## config.mk

```make
export PLATFORM = sky130hd
export DESIGN_NAME = regfile_arbiter
export DESIGN_NICKNAME = d
export VERILOG_FILES = /design/src/rtl/regfile_arbiter_pkg.sv /design/src/rtl/regfile_arbiter_rr_arb2.sv /design/src/rtl/regfile_arbiter.sv
export SDC_FILE = /design/constraint.sdc
export NUM_CORES = 1
export LEC_CHECK = 0
export ABC_AREA = 1
export ABC_CLOCK_PERIOD_IN_PS = 2100
export BUFFER_PORTS_ARGS = -buffer_cell sky130_fd_sc_hd__buf_2
export CAP_MARGIN = 5
export CORE_UTILIZATION = 40
export CTS_CLUSTER_SIZE = 24
export DETAILED_ROUTE_END_ITERATION = 16
export GPL_TIMING_DRIVEN = 1
export PLACE_DENSITY = 0.73
export SETUP_SLACK_MARGIN = 0.2
export SYNTH_ARGS = -nofsm -noshare
export SYNTH_HDL_FRONTEND = slang
export SYNTH_SLANG_ARGS = --single-unit
```

## constraint.sdc

```tcl
create_clock -name clk -period 2.1 [get_ports clk]
set_clock_uncertainty 0.15 [all_clocks]
set_input_delay 0 -clock clk [delete_from_list [all_inputs] [get_ports clk]]
set_output_delay 0 -clock clk [all_outputs]
set_load 0.1 [all_outputs]
```

## src/rtl/regfile_arbiter_pkg.sv

```systemverilog
// Shared types and defaults for the card regfile arbiter.
// Widths default here; FSM encoding for the read side.
package regfile_arbiter_pkg;

  localparam int ADDR_W_DEF = 5;
  localparam int DATA_W_DEF = 7;

  typedef enum logic [1:0] {
    IDLE   = 2'd0,
    SWEEP  = 2'd1,
    SINGLE = 2'd2
  } rd_state_e;

endpackage

```

## src/rtl/regfile_arbiter_rr_arb2.sv

```systemverilog
// Two-port round-robin arbiter, combinational grant.
// After reset the turn favours port A.
module rr_arb2 (
  input  logic clk,
  input  logic rst,
  input  logic req_a,
  input  logic req_b,
  output logic gnt_a,
  output logic gnt_b
);

  logic last_b;

  assign gnt_a = req_a & (~req_b | last_b);
  assign gnt_b = req_b & ~gnt_a;

  always_ff @(posedge clk or negedge rst) begin
    if (!rst) begin
      last_b <= 1'b1;
    end else if (gnt_a) begin
      last_b <= 1'b0;
    end else if (gnt_b) begin
      last_b <= 1'b1;
    end
  end

endmodule

```

## src/rtl/regfile_arbiter.sv

```systemverilog
// Card regfile arbiter: 2 write ports, display sweep, hit-test read.
// Define REGFILE_ARBITER_BYPASS_EN to forward a colliding write to sr_rdata.
module regfile_arbiter
  import regfile_arbiter_pkg::*;
#(
  parameter int ADDR_W = ADDR_W_DEF,
  parameter int DATA_W = DATA_W_DEF
) (
  input  logic              clk,
  input  logic              rst,
  input  logic [ADDR_W:0]   num_of_cards,
  input  logic              wa_valid,
  input  logic [ADDR_W-1:0] wa_addr,
  input  logic [DATA_W-1:0] wa_data,
  output logic              wa_ready,
  input  logic              wb_valid,
  input  logic [ADDR_W-1:0] wb_addr,
  input  logic [DATA_W-1:0] wb_data,
  output logic              wb_ready,
  input  logic              sweep_start,
  output logic              sweep_busy,
  output logic              sweep_valid,
  input  logic              sr_valid,
  input  logic [ADDR_W-1:0] sr_addr,
  output logic              sr_ready,
  output logic              sr_rdata_valid,
  output logic [DATA_W-1:0] sr_rdata,
  input  logic [DATA_W-1:0] rf_r_data,
  output logic              rf_w_en,
  output logic [ADDR_W-1:0] rf_w_addr,
  output logic [DATA_W-1:0] rf_w_data,
  output logic [ADDR_W-1:0] rf_r_addr
);

  logic              gnt_a;
  logic              gnt_b;
  logic              w_gnt;
  logic [ADDR_W-1:0] w_addr;
  logic [DATA_W-1:0] w_data;
  logic              w_in_range;

  rr_arb2 u_arb (
    .clk   (clk),
    .rst   (rst),
    .req_a (wa_valid & rst),
    .req_b (wb_valid & rst),
    .gnt_a (gnt_a),
    .gnt_b (gnt_b)
  );

  assign wa_ready = gnt_a;
  assign wb_ready = gnt_b;
  assign w_gnt    = gnt_a | gnt_b;

  always_comb begin
    w_addr = wa_addr;
    w_data = wa_data;
    if (gnt_b) begin
      w_addr = wb_addr;
      w_data = wb_data;
    end
  end

  // Out-of-range writes are still acknowledged, just not committed.
  assign w_in_range = {1'b0, w_addr} < num_of_cards;

  always_ff @(posedge clk or negedge rst) begin
    if (!rst) begin
      rf_w_en   <= 1'b0;
      rf_w_addr <= '0;
      rf_w_data <= '0;
    end else begin
      rf_w_en <= w_gnt & w_in_range;
      if (w_gnt) begin
        rf_w_addr <= w_addr;
        rf_w_data <= w_data;
      end
    end
  end

  rd_state_e       state;
  rd_state_e       state_nxt;
  logic [ADDR_W:0] n_q;
  logic            sweep_last;
  logic            sr_accept;
  logic [DATA_W-1:0] rd_data;

  assign sweep_last =
    (n_q == '0) |
    (({1'b0, rf_r_addr} + (ADDR_W+1)'(1)) == n_q);
  assign sr_accept = sr_valid & sr_ready;

  always_ff @(posedge clk or negedge rst) begin
    if (!rst) begin
      state <= IDLE;
    end else begin
      state <= state_nxt;
    end
  end

  always_comb begin
    state_nxt = state;
    unique case (state)
      IDLE: begin
        if (sweep_start) begin
          state_nxt = SWEEP;
        end else if (sr_accept) begin
          state_nxt = SINGLE;
        end
      end
      SWEEP: begin
        if (sweep_last) begin
          state_nxt = IDLE;
        end
      end
      SINGLE:  state_nxt = IDLE;
      default: state_nxt = IDLE;
    endcase
  end

  always_comb begin
    sweep_busy = (state == SWEEP);
    sr_ready   = rst & (state == IDLE) & ~sweep_start;
  end

  always_ff @(posedge clk or negedge rst) begin
    if (!rst) begin
      n_q            <= '0;
      rf_r_addr      <= '0;
      sweep_valid    <= 1'b0;
      sr_rdata_valid <= 1'b0;
    end else begin
      sweep_valid    <= (state == SWEEP) && (n_q != '0);
      sr_rdata_valid <= (state == SINGLE);
      if (state == IDLE && sweep_start) begin
        n_q       <= num_of_cards;
        rf_r_addr <= '0;
      end else if (state == IDLE && sr_accept) begin
        rf_r_addr <= sr_addr;
      end else if (state == SWEEP && !sweep_last) begin
        rf_r_addr <= rf_r_addr + ADDR_W'(1);
      end
    end
  end

`ifdef REGFILE_ARBITER_BYPASS_EN
  logic              byp_hit;
  logic [DATA_W-1:0] byp_data;

  // Regfile is read-first, so a same-cycle write would be missed.
  always_ff @(posedge clk or negedge rst) begin
    if (!rst) begin
      byp_hit  <= 1'b0;
      byp_data <= '0;
    end else begin
      byp_hit  <= (state == SINGLE) & rf_w_en &
                  (rf_w_addr == rf_r_addr);
      byp_data <= rf_w_data;
    end
  end

  assign rd_data = byp_hit ? byp_data : rf_r_data;
`else
  assign rd_data = rf_r_data;
`endif

  assign sr_rdata = sr_rdata_valid ? rd_data : '0;

endmodule

```

==> results of run 1 <==
-- layer usage --
| layer | vias up | wire length [um] | track usage |
|---|---|---|---|
| met2 | 81 | 2676 | 0.4418 |
| li1 | 1014 | - | - |
| met1 | 905 | 2264 | 0.2832 |
| met5 | - | 0 | 0 |
| met3 | 8 | 383 | 0.05405 |
| met4 | 0 | 41 | 0.05319 |
-- sequential cells by signal, indices dropped and copies added (netlist names) --
register / count
rf_w_data: 7
n_q: 6
rf_r_addr: 5
rf_w_addr: 5
state: 2
rf_w_en: 1
sr_rdata_valid: 1
sweep_valid: 1
u_arb.last_b: 1
-- per-stage QoR --
step	cell area [um2]	util	std cells
final	2851	0.7027	418
after global routing	2851	0.7027	418
after CTS	2808	0.6920	415
after detailed placement	2238	0.5517	365
after global placement	2238	0.5517	365
after floorplan	1799	-	239
-- Yosys cell counts (all sizes together) --
library cell / count
ha: 5
a211oi: 5
inv: 35
a21oi: 3
dfrtp: 28
o21bai: 1
buf: 4
clkbuf: 1
nand4: 4
nand2: 92
dfstp: 1
a31oi: 5
o21ai: 10
nor2: 22
nand3: 23
-- worst max-delay path: cells and delay by family, from the launching register on --
| kind | cells | cell delay, ns |
|---|---|---|
| compound gates | 2 | 0.29 |
| fa+ha+maj | 1 | 0.22 |
| buf+inv | 2 | 0.21 |
| flops | 1 | 0.53 |
| simple gates | 6 | 0.44 |
-- final timing paths --
kind	endpoint	slack, ns	cells past startpoint
hold / removal	rf_w_data[2]	0.02	5
max in group asynchronous	rf_r_addr[0]	1.15	4
setup / recovery	rf_w_en	0.19	11
min in group asynchronous	rf_w_data[1]	0.05	2
hold reg to reg	sr_rdata_valid	0.30	1
setup reg to reg	rf_w_en	0.19	11
-- what timing repair did --
action	in CTS	in global routing
resized for setup	8	8
cloned	0	0
hold buffers	38	0
buffers inserted	4	3
hold endpoints to repair	54	0
pin swaps	4	3
setup endpoints to repair	2	8
-- report_power, final --
group | leakage [uW] | total (uW) | internal, uW | switching, uW
clock | 0.0000585 | 606 | 387 | 219
combinational | 0.00117 | 2000 | 560 | 1440
sequential | 0.000346 | 884 | 735 | 149
-- cells by family after synthesis --
kind of cell,Yosys count,share of synthesized area
DFF,29,0.4225
and+or+nand+nor,141,0.3564
adders and majority gates,5,0.03636
buffers and inverters,40,0.09382
AOI/OAI and AO/OA,24,0.09091
-- final cells by class --
| type | instances | area share |
|---|---|---|
| well taps | 50 | 0.02194 |
| multi-input cells | 170 | 0.3216 |
| clock inverters | 1 | 0.01053 |
| repair buffers | 126 | 0.3089 |
| inverters | 35 | 0.04783 |
| clock buffers | 7 | 0.03028 |
| flip-flops and latches | 29 | 0.2589 |
==> impl_results.md, run 1 <==
* Setup_tns at 0 ns
* Dpl hpwl at roughly 3200 um
* Synth Area per Inst at roughly 7.2 um2
* Worst reg2reg path startpoint: u_arb.last_b
* Multi-input logic area at just over 900 um2
* Initial antenna violation count at 0
* Synthesized area at approximately 1700 um2
* Top-area cell type share of the netlist area at 0.4073
* Antenna Nets Post-Route at 0
* Final wirelength at ~5400 um
* Post-Syn Nets at 292
* Final Hold Fails at 0
* Layout cell share with drive strength beyond 1 at 0.3777
* Worst slew margin at 0.6641
* Ports at ~80
* Crit. End Element: register
* CP Class: register to register
* Worst Tran Pin Value at 0.5073 ns
* Hold_sp: wa_valid
* CORE AREA at 4058 um2
* Arrival time worst endpoint at 1.97 ns
* Die W at 67.58 um
* Peak supply drop at about 0.64 mV
* Port buffer count at slightly below 80
* Register area at approximately 740 um2
* GRT Overall Usage at 0.2417
* Total grt overflow at 0
* Synth top area cells: dfrtp_1 41%, nand2_1 19%, inv_1 7.2%, nand3_1 6.4%, nor2_1 3.9%
* Max-Cap Viols at 0
* Post-synth cell types at 23
* Area grow syn2layout at 65.75%
* Critical Path Fanout Max at 5
* Die Height at around 68 um
* Clock latency on the worst-skew pair at roughly 0.28 ns
* Via count of the first global-routing pass at between 1500 and 2000
* H-tree depth at 2
* Status: complete, no violations
* Remaining DRCs at 0
* Register area share after synthesis at 0.4225
* Final setup margin at approximately 0.19 ns
* Row count at 23
* CTS max path bufs at 2
* WL/cell at around 13 um
* Die footprint at around 4600 um2
* FILL cells at between 300 and 400
* Tot Pwr at ~3500 uW
* Commonest non-fill, non-tap cell in the layout: buf_2
* Ys Warns at 0
* CTS sink cnt at 29
* Endpoints failing setup at 0
* Nets at between 400 and 500
* Worst path required time at between 2 and 2.5 ns
* First-pass GRT wire length at 8135 um
* FMAX at around 520 MHz
* Diodes inserted at 0
* Crit share post-route at 0.9093
* CP dominant cell by count: nand2_1
* Worst hold path class: input port to register
* Register clock-pin slew on the reported worst setup and hold paths at 0.07 ns
* Seq cells post-synth at 29
* Routed vias/inst at slightly below 5
* Slowest stage delay, CP at 0.53 ns
* Crit path max-delay cell type: dfstp_2
* Hold Slack at around 0.019 ns
* Via count at around 2000
* Final Slew Violations at 0
* RSZ-0062 raised after global routing: yes
* Crit-path cells: inv_2 > o21ai_4 > buf_6 > nand2_1 > nand2_1 > ha_1 > nand2_1 > nor2_1 > a21oi_1 > nand2_1 > nor2_2
* Drt initial violations at around 110
* PD cells at 1222 nW/um2
* Area leader, netlist: dfrtp_1
* Worst setup path start: u_arb.last_b
* Worst Setup Start Kind: register
* Most frequent cells in the layout: 76 x buf_2, 75 x nand2_1, 37 x dlygate4sd3_1
* Number of CTS-inserted buffers at 5
* Largest net degree at the start of global routing at 25
* Initial core utilization at 0.4240
* Gp weighted congestion at 0.8242
* CTS tree: yes
* Final min period at around 1.9 ns
* Synth Instances at ~240
* First-pass iteration count of the detailed router at 4
* Placement Setup Slack at approximately 0.15 ns
* CTS root buf: clkbuf_8
* Leakage at 0.001575 uW
No activity file was read; power rests on OpenSTA's default activity.
==> run 2: changes to the inputs <==
--- a/config.mk
+++ b/config.mk
@@ -9,11 +9,11 @@
 export ABC_CLOCK_PERIOD_IN_PS = 2100
 export BUFFER_PORTS_ARGS = -buffer_cell sky130_fd_sc_hd__buf_2
 export CAP_MARGIN = 5
-export CORE_UTILIZATION = 40
+export CORE_UTILIZATION = 42
 export CTS_CLUSTER_SIZE = 24
 export DETAILED_ROUTE_END_ITERATION = 16
 export GPL_TIMING_DRIVEN = 1
-export PLACE_DENSITY = 0.73
+export PLACE_DENSITY = 0.76
 export SETUP_SLACK_MARGIN = 0.2
 export SYNTH_ARGS = -nofsm -noshare
 export SYNTH_HDL_FRONTEND = slang
==> impl_results.md, run 2 (synthesis results as in run 1) <==
* Diodes inserted at 0
* Cell family with most CP delay: flip-flops
* Placement Setup Slack at between 0.15 and 0.2 ns
* Die Height at 66 um
* Final Slew Violations at 0
* Crit-path cells: inv_2 > o21ai_4 > inv_4 > nand2_2 > nand2_1 > ha_1 > a21oi_2 > nor2_1 > a21oi_1 > nand2_1 > nor2_2
* Port buffer count at 78
* Drt initial violations at approximately 110
* CP Buf/Inv Count at 2
* Status: complete, no violations
* CTS tree: yes
* Setup_tns at 0 ns
* First-pass GRT wire length at approximately 8700 um
* Most frequent cells in the layout: 78 x buf_2, 76 x nand2_1, 39 x dlygate4sd3_1
* Arrival time worst endpoint at ~2 ns
* Remaining DRCs at 0
* Crit share post-route at 0.9239
* Final setup margin at between 0.15 and 0.2 ns
* Max reg flops at 7
* Final min period at between 1.5 and 2 ns
* Gp weighted congestion at 0.8193
* Max-Cap Viols at 0
* R2R Setup Slk at 0.16 ns
* Critical Path Fanout Max at 8
* Antenna Nets Post-Route at 0
* Worst path required time at about 2.2 ns
* Endpoints failing setup at 0
* CP dominant cell by count: nand2_1
* Via count at approximately 2000
* FILL cells at around 310
* Worst hold path class: input port to register
* WL/cell at 13.28 um
* Clock latency on the worst-skew pair at approximately 0.29 ns
* Die W at 66 um
* Leakage at about 0.0016 uW
* Register clock-pin slew on the reported worst setup and hold paths at about 0.07 ns
* Peak supply drop at about 0.6 mV
* Final Hold Fails at 0
* Initial core utilization at 0.4529
* Row count at 22
* Worst Setup Start Kind: register
* Crit path max-delay cell type: dfstp_2
* H-tree depth at 2
* Ports at 79
* RSZ-0062 raised after global routing: yes
* Layout cell share with drive strength beyond 1 at 0.3713
* CTS root buf: clkbuf_8
* Commonest non-fill, non-tap cell in the layout: buf_2
* Final wirelength at ~5500 um
* First-pass iteration count of the detailed router at 4
* CTS sink cnt at 29
* Worst Tran Pin Value at 0.5059 ns
* GRT Overall Usage at 0.2698
* Top flop regs: rf_w_data: 7 flops, n_q: 6 flops
* CORE AREA at ~3800 um2
* Total grt overflow at 0
* Met2 usage in global routing at 0.4885
* GRT busiest layer: met2
* Routed vias/inst at 4.847
* Area grow syn2layout at 62.47%
* Die footprint at around 4400 um2
* Largest net degree at the start of global routing at 25
* Met1 usage at 0.3033
* Dpl hpwl at 3366 um
* Tot Pwr at 3374 uW
* Worst slew margin at 0.6650
* FMAX at 515.4 MHz
* Via count of the first global-routing pass at 1967
* Most flops, register: rf_w_data
* Slowest stage delay, CP at between 0.5 and 0.6 ns
* Initial antenna violation count at 0
* Number of CTS-inserted buffers at 5
* Nets at 421
* GR Util met3 at 0.05862
* PD cells at ~1200 nW/um2
* Crit. End Element: register
* CP Class: register to register
* CTS max path bufs at 2
run 2: path summary, 6_finish.rpt:
| kind | start | to | cells past startpoint |
|---|---|---|---|
| worst max-delay path | u_arb.last_b | rf_w_en | 11 |
| worst min-delay path | wa_valid | rf_w_data[2] | 5 |
| worst max register to register | u_arb.last_b | rf_w_en | 11 |
| worst min register to register | state[0] | sr_rdata_valid | 1 |
| max in group asynchronous | rst | rf_r_addr[0] | 4 |
| min in group asynchronous | rst | rf_w_data[6] | 2 |
run 2: final cells by class:
class,count,area [um2],share of cell area
timing repair buffer,127,859.6,0.3075
multi-input combinational,170,902.1,0.3227
tap,48,60.06,0.02149
inverter,35,133.9,0.04790
clock buffer,7,96.34,0.03447
clock inverter,1,5.005,0.001791
sequential,29,738.2,0.2641
run 2: report_power, final:
part / switching, uW / leakage (uW) / internal [uW]
registers: 151 / 0.000346 / 735
clock network: 225 / 0.0000542 / 296
logic: 1430 / 0.00116 / 533
run 2: layer usage:
layer  wire [um]  vias up  part of all wire
li1            -     1010                 -
met1        2294      932              0.41
met2        2816       68              0.51
met3         312       11             0.056
met4         114        0             0.021
met5           0        -                 0
run 2: metrics by stage:
step           cell area, um2  hold slack, ns  cells    util
2_1_floorplan            1799         -0.4456    239       -
3_3_place_gp             2228         -0.2881    364  0.5866
3_5_place_dp             2228         -0.2846    364  0.5866
4_1_cts                  2741        0.001795    413  0.7217
5_1_grt                  2795         0.04243    417  0.7358
6_report                 2795        0.009293    417  0.7358
run 2: tightest hold or removal path, stage by stage:
cell and delay (ns):
buf_2 0.10, nand2_2 0.11, a21oi_2 0.07, nand2_1 0.06
nand3_1 0.06
run 2: timing repair:
item / 4_1_cts / 5_1_grt
gates resized for setup: 2 / 9
endpoints found under the setup margin: 1 / 10
setup buffers: 2 / 4
hold buffers: 39 / 3
endpoints found under the hold margin: 54 / 3
pin swaps: 0 / 2
cloned: 0 / 0
==> run 3: changes to the inputs <==
--- a/config.mk
+++ b/config.mk
@@ -9,11 +9,12 @@
 export ABC_CLOCK_PERIOD_IN_PS = 2100
 export BUFFER_PORTS_ARGS = -buffer_cell sky130_fd_sc_hd__buf_2
 export CAP_MARGIN = 5
-export CORE_UTILIZATION = 42
+export CORE_UTILIZATION = 44
+export CTS_BUF_LIST = sky130_fd_sc_hd__clkbuf_4
 export CTS_CLUSTER_SIZE = 24
 export DETAILED_ROUTE_END_ITERATION = 16
 export GPL_TIMING_DRIVEN = 1
-export PLACE_DENSITY = 0.76
+export PLACE_DENSITY_LB_ADDON = 0.3
 export SETUP_SLACK_MARGIN = 0.2
 export SYNTH_ARGS = -nofsm -noshare
 export SYNTH_HDL_FRONTEND = slang
==> impl_results.md, run 3 (synthesis results as in run 1) <==
* CORE AREA at about 3700 um2
* Area grow syn2layout at 68.80%
* Max reg flops at 7
* Critical Path Fanout Max at 5
* Crit path max-delay cell type: dfstp_2
* Number of CTS-inserted buffers at 5
* Switching share of total power at 0.5639
* CTS root buf: clkbuf_4
* RSZ-0062 raised after global routing: yes
* Setup_tns at 0 ns
* Fin util at 0.7815
* Most flops, register: rf_w_data
* Arrival time worst endpoint at just over 2 ns
* CTS tree: yes
* CP Class: register to register
* CP dominant cell by count: nand2_2
* Final Hold Fails at 0
* Final min period at between 1.5 and 2 ns
* Clock latency on the worst-skew pair at between 0.3 and 0.4 ns
* GRT Overall Usage at 0.2704
* Via count of the first global-routing pass at roughly 2000
* WL/cell at 13.12 um
* Routed vias/inst at 4.840
* Gp weighted congestion at between 0.8 and 0.9
* Crit-path cells: inv_2 > o21ai_4 > buf_6 > nand2_2 > nand2_2 > ha_4 > nand2_2 > nor2_1 > a21oi_1 > nand2_1 > nor2_2
* FMAX at 518.0 MHz
* CTS max path bufs at 2
* Endpoints failing setup at 0
* Commonest non-fill, non-tap cell in the layout: buf_2
* Comb pwr share at 0.619
* NetSw at ~1800 uW
* Crit. End Element: register
* Final Slew Violations at 0
* Worst Setup Start Kind: register
* Initial antenna violation count at 0
* Peak supply drop at around 0.64 mV
* Leakage at around 0.0016 uW
* Die W at roughly 65 um
* Max-Cap Viols at 0
* Dpl hpwl at ~3300 um
* Worst path required time at roughly 2.2 ns
* Sequential share of power at 0.282
* CTS sink cnt at 29
* PD cells at roughly 1100 nW/um2
* Die Height at approximately 65 um
* Cell-internal power at about 1400 uW
* Worst Tran Pin Value at 0.4931 ns
* Remaining DRCs at 0
* Final wirelength at 5576 um
* Row count at 22
* Worst hold path class: input port to register
* First-pass GRT wire length at around 8600 um
* Worst slew margin at 0.6735
* H-tree depth at 2
* Slowest stage delay, CP at roughly 0.53 ns
* Die footprint at 4164 um2
* Cell family with most CP delay: flip-flops
* Status: complete, no violations
* Total grt overflow at 0
* Nets at 429
* Via count at between 2000 and 2500
* Initial core utilization at 0.4630
* First-pass iteration count of the detailed router at 4
* Register clock-pin slew on the reported worst setup and hold paths at roughly 0.09 ns
* Crit share post-route at 0.9193
* Ports at 79
* CP Buf/Inv Count at 2
* Antenna Nets Post-Route at 0
* Layout cell share with drive strength beyond 1 at 0.3846
* Drt initial violations at 84
* Clock power share at 0.100
* Diodes inserted at 0
* Port buffer count at 78
* Most frequent cells in the layout: 78 x buf_2, 72 x nand2_1, 44 x dlygate4sd3_1
* Largest net degree at the start of global routing at 26
* Top flop regs: rf_w_data: 7 flops, n_q: 6 flops
-- run 3: cell types whose count changed in the layout (fill, tap and decap cells not counted), sizes merged --
cell / change
dlygate4sd3: +5
buf: +2
clkbuf: -2
clkinv: +2
dlymetal6s4s: +1
-- run 3: per-stage QoR --
step / power [uW] / instance area (um2) / setup WS (ns) / cells / hold slack [ns]
floorplan: 2346 / 1799 / 0.1435 / 239 / -0.4456
global placement: 2629 / 2228 / 0.2198 / 364 / -0.2983
detailed placement: 2669 / 2228 / 0.1614 / 364 / -0.2988
CTS: 3062 / 2779 / 0.2029 / 420 / 0.05876
global route: 3386 / 2904 / 0.1023 / 425 / 0.1095
finish: 3188 / 2904 / 0.1696 / 425 / 0.08508
-- run 3: routing by layer --
layer	wire (um)	share of wire	GRT usage
met1	2319	0.42	0.3117
met2	2862	0.51	0.4855
met3	302	0.054	0.06690
met4	93	0.017	0.08889
met5	0	0	0
-- run 3: worst paths after layout --
| kind | cells after the start | end | startpoint | slack [ns] |
|---|---|---|---|---|
| worst max-delay path | 11 | rf_w_en | u_arb.last_b | 0.17 |
| worst min-delay path | 6 | rf_r_addr[0] | sweep_start | 0.09 |
| worst max register to register | 11 | rf_w_en | u_arb.last_b | 0.17 |
| worst min register to register | 1 | sr_rdata_valid | state[0] | 0.30 |
| max in group asynchronous | 3 | rf_w_data[6] | rst | 1.09 |
| min in group asynchronous | 2 | u_arb.last_b | rst | 0.14 |
-- run 3: repair_timing --
action | in CTS | in global routing
pin swaps | 6 | 8
hold buffers | 44 | 2
resized for setup | 7 | 20
cloned | 0 | 0
buffers inserted | 4 | 4
hold endpoints to repair | 54 | 26
endpoints found under the setup margin | 1 | 7
-- run 3: worst reg2reg max path, stage by stage (launching register included) --
cell,delay [ns]
dfstp_2,0.53
inv_2,0.05
o21ai_4,0.16
buf_6,0.16
nand2_2,0.07
nand2_2,0.11
ha_4,0.22
nand2_2,0.06
nor2_1,0.05
a21oi_1,0.12
nand2_1,0.08
nor2_2,0.10
-- run 3: cell type report --
class                   instances  area [um2]
multi-input cells             170       977.2
clock inverters                 3       12.51
flip-flops and latches         29       738.2
well taps                      48       60.06
repair buffers                135       944.7
clock buffers                   5       37.54
fillers                       265       812.0
inverters                      35       133.9
-- run 3: power groups by stage --
stage / combinational, uW / sequential [uW] / clock, uW
5_1_grt: 2120 / 915 / 354
3_5_place_dp: 1740 / 925 / 0
6_report: 1970 / 898 / 318
2_1_floorplan: 850 / 1500 / 0
4_1_cts: 1820 / 916 / 322
3_3_place_gp: 1710 / 920 / 0
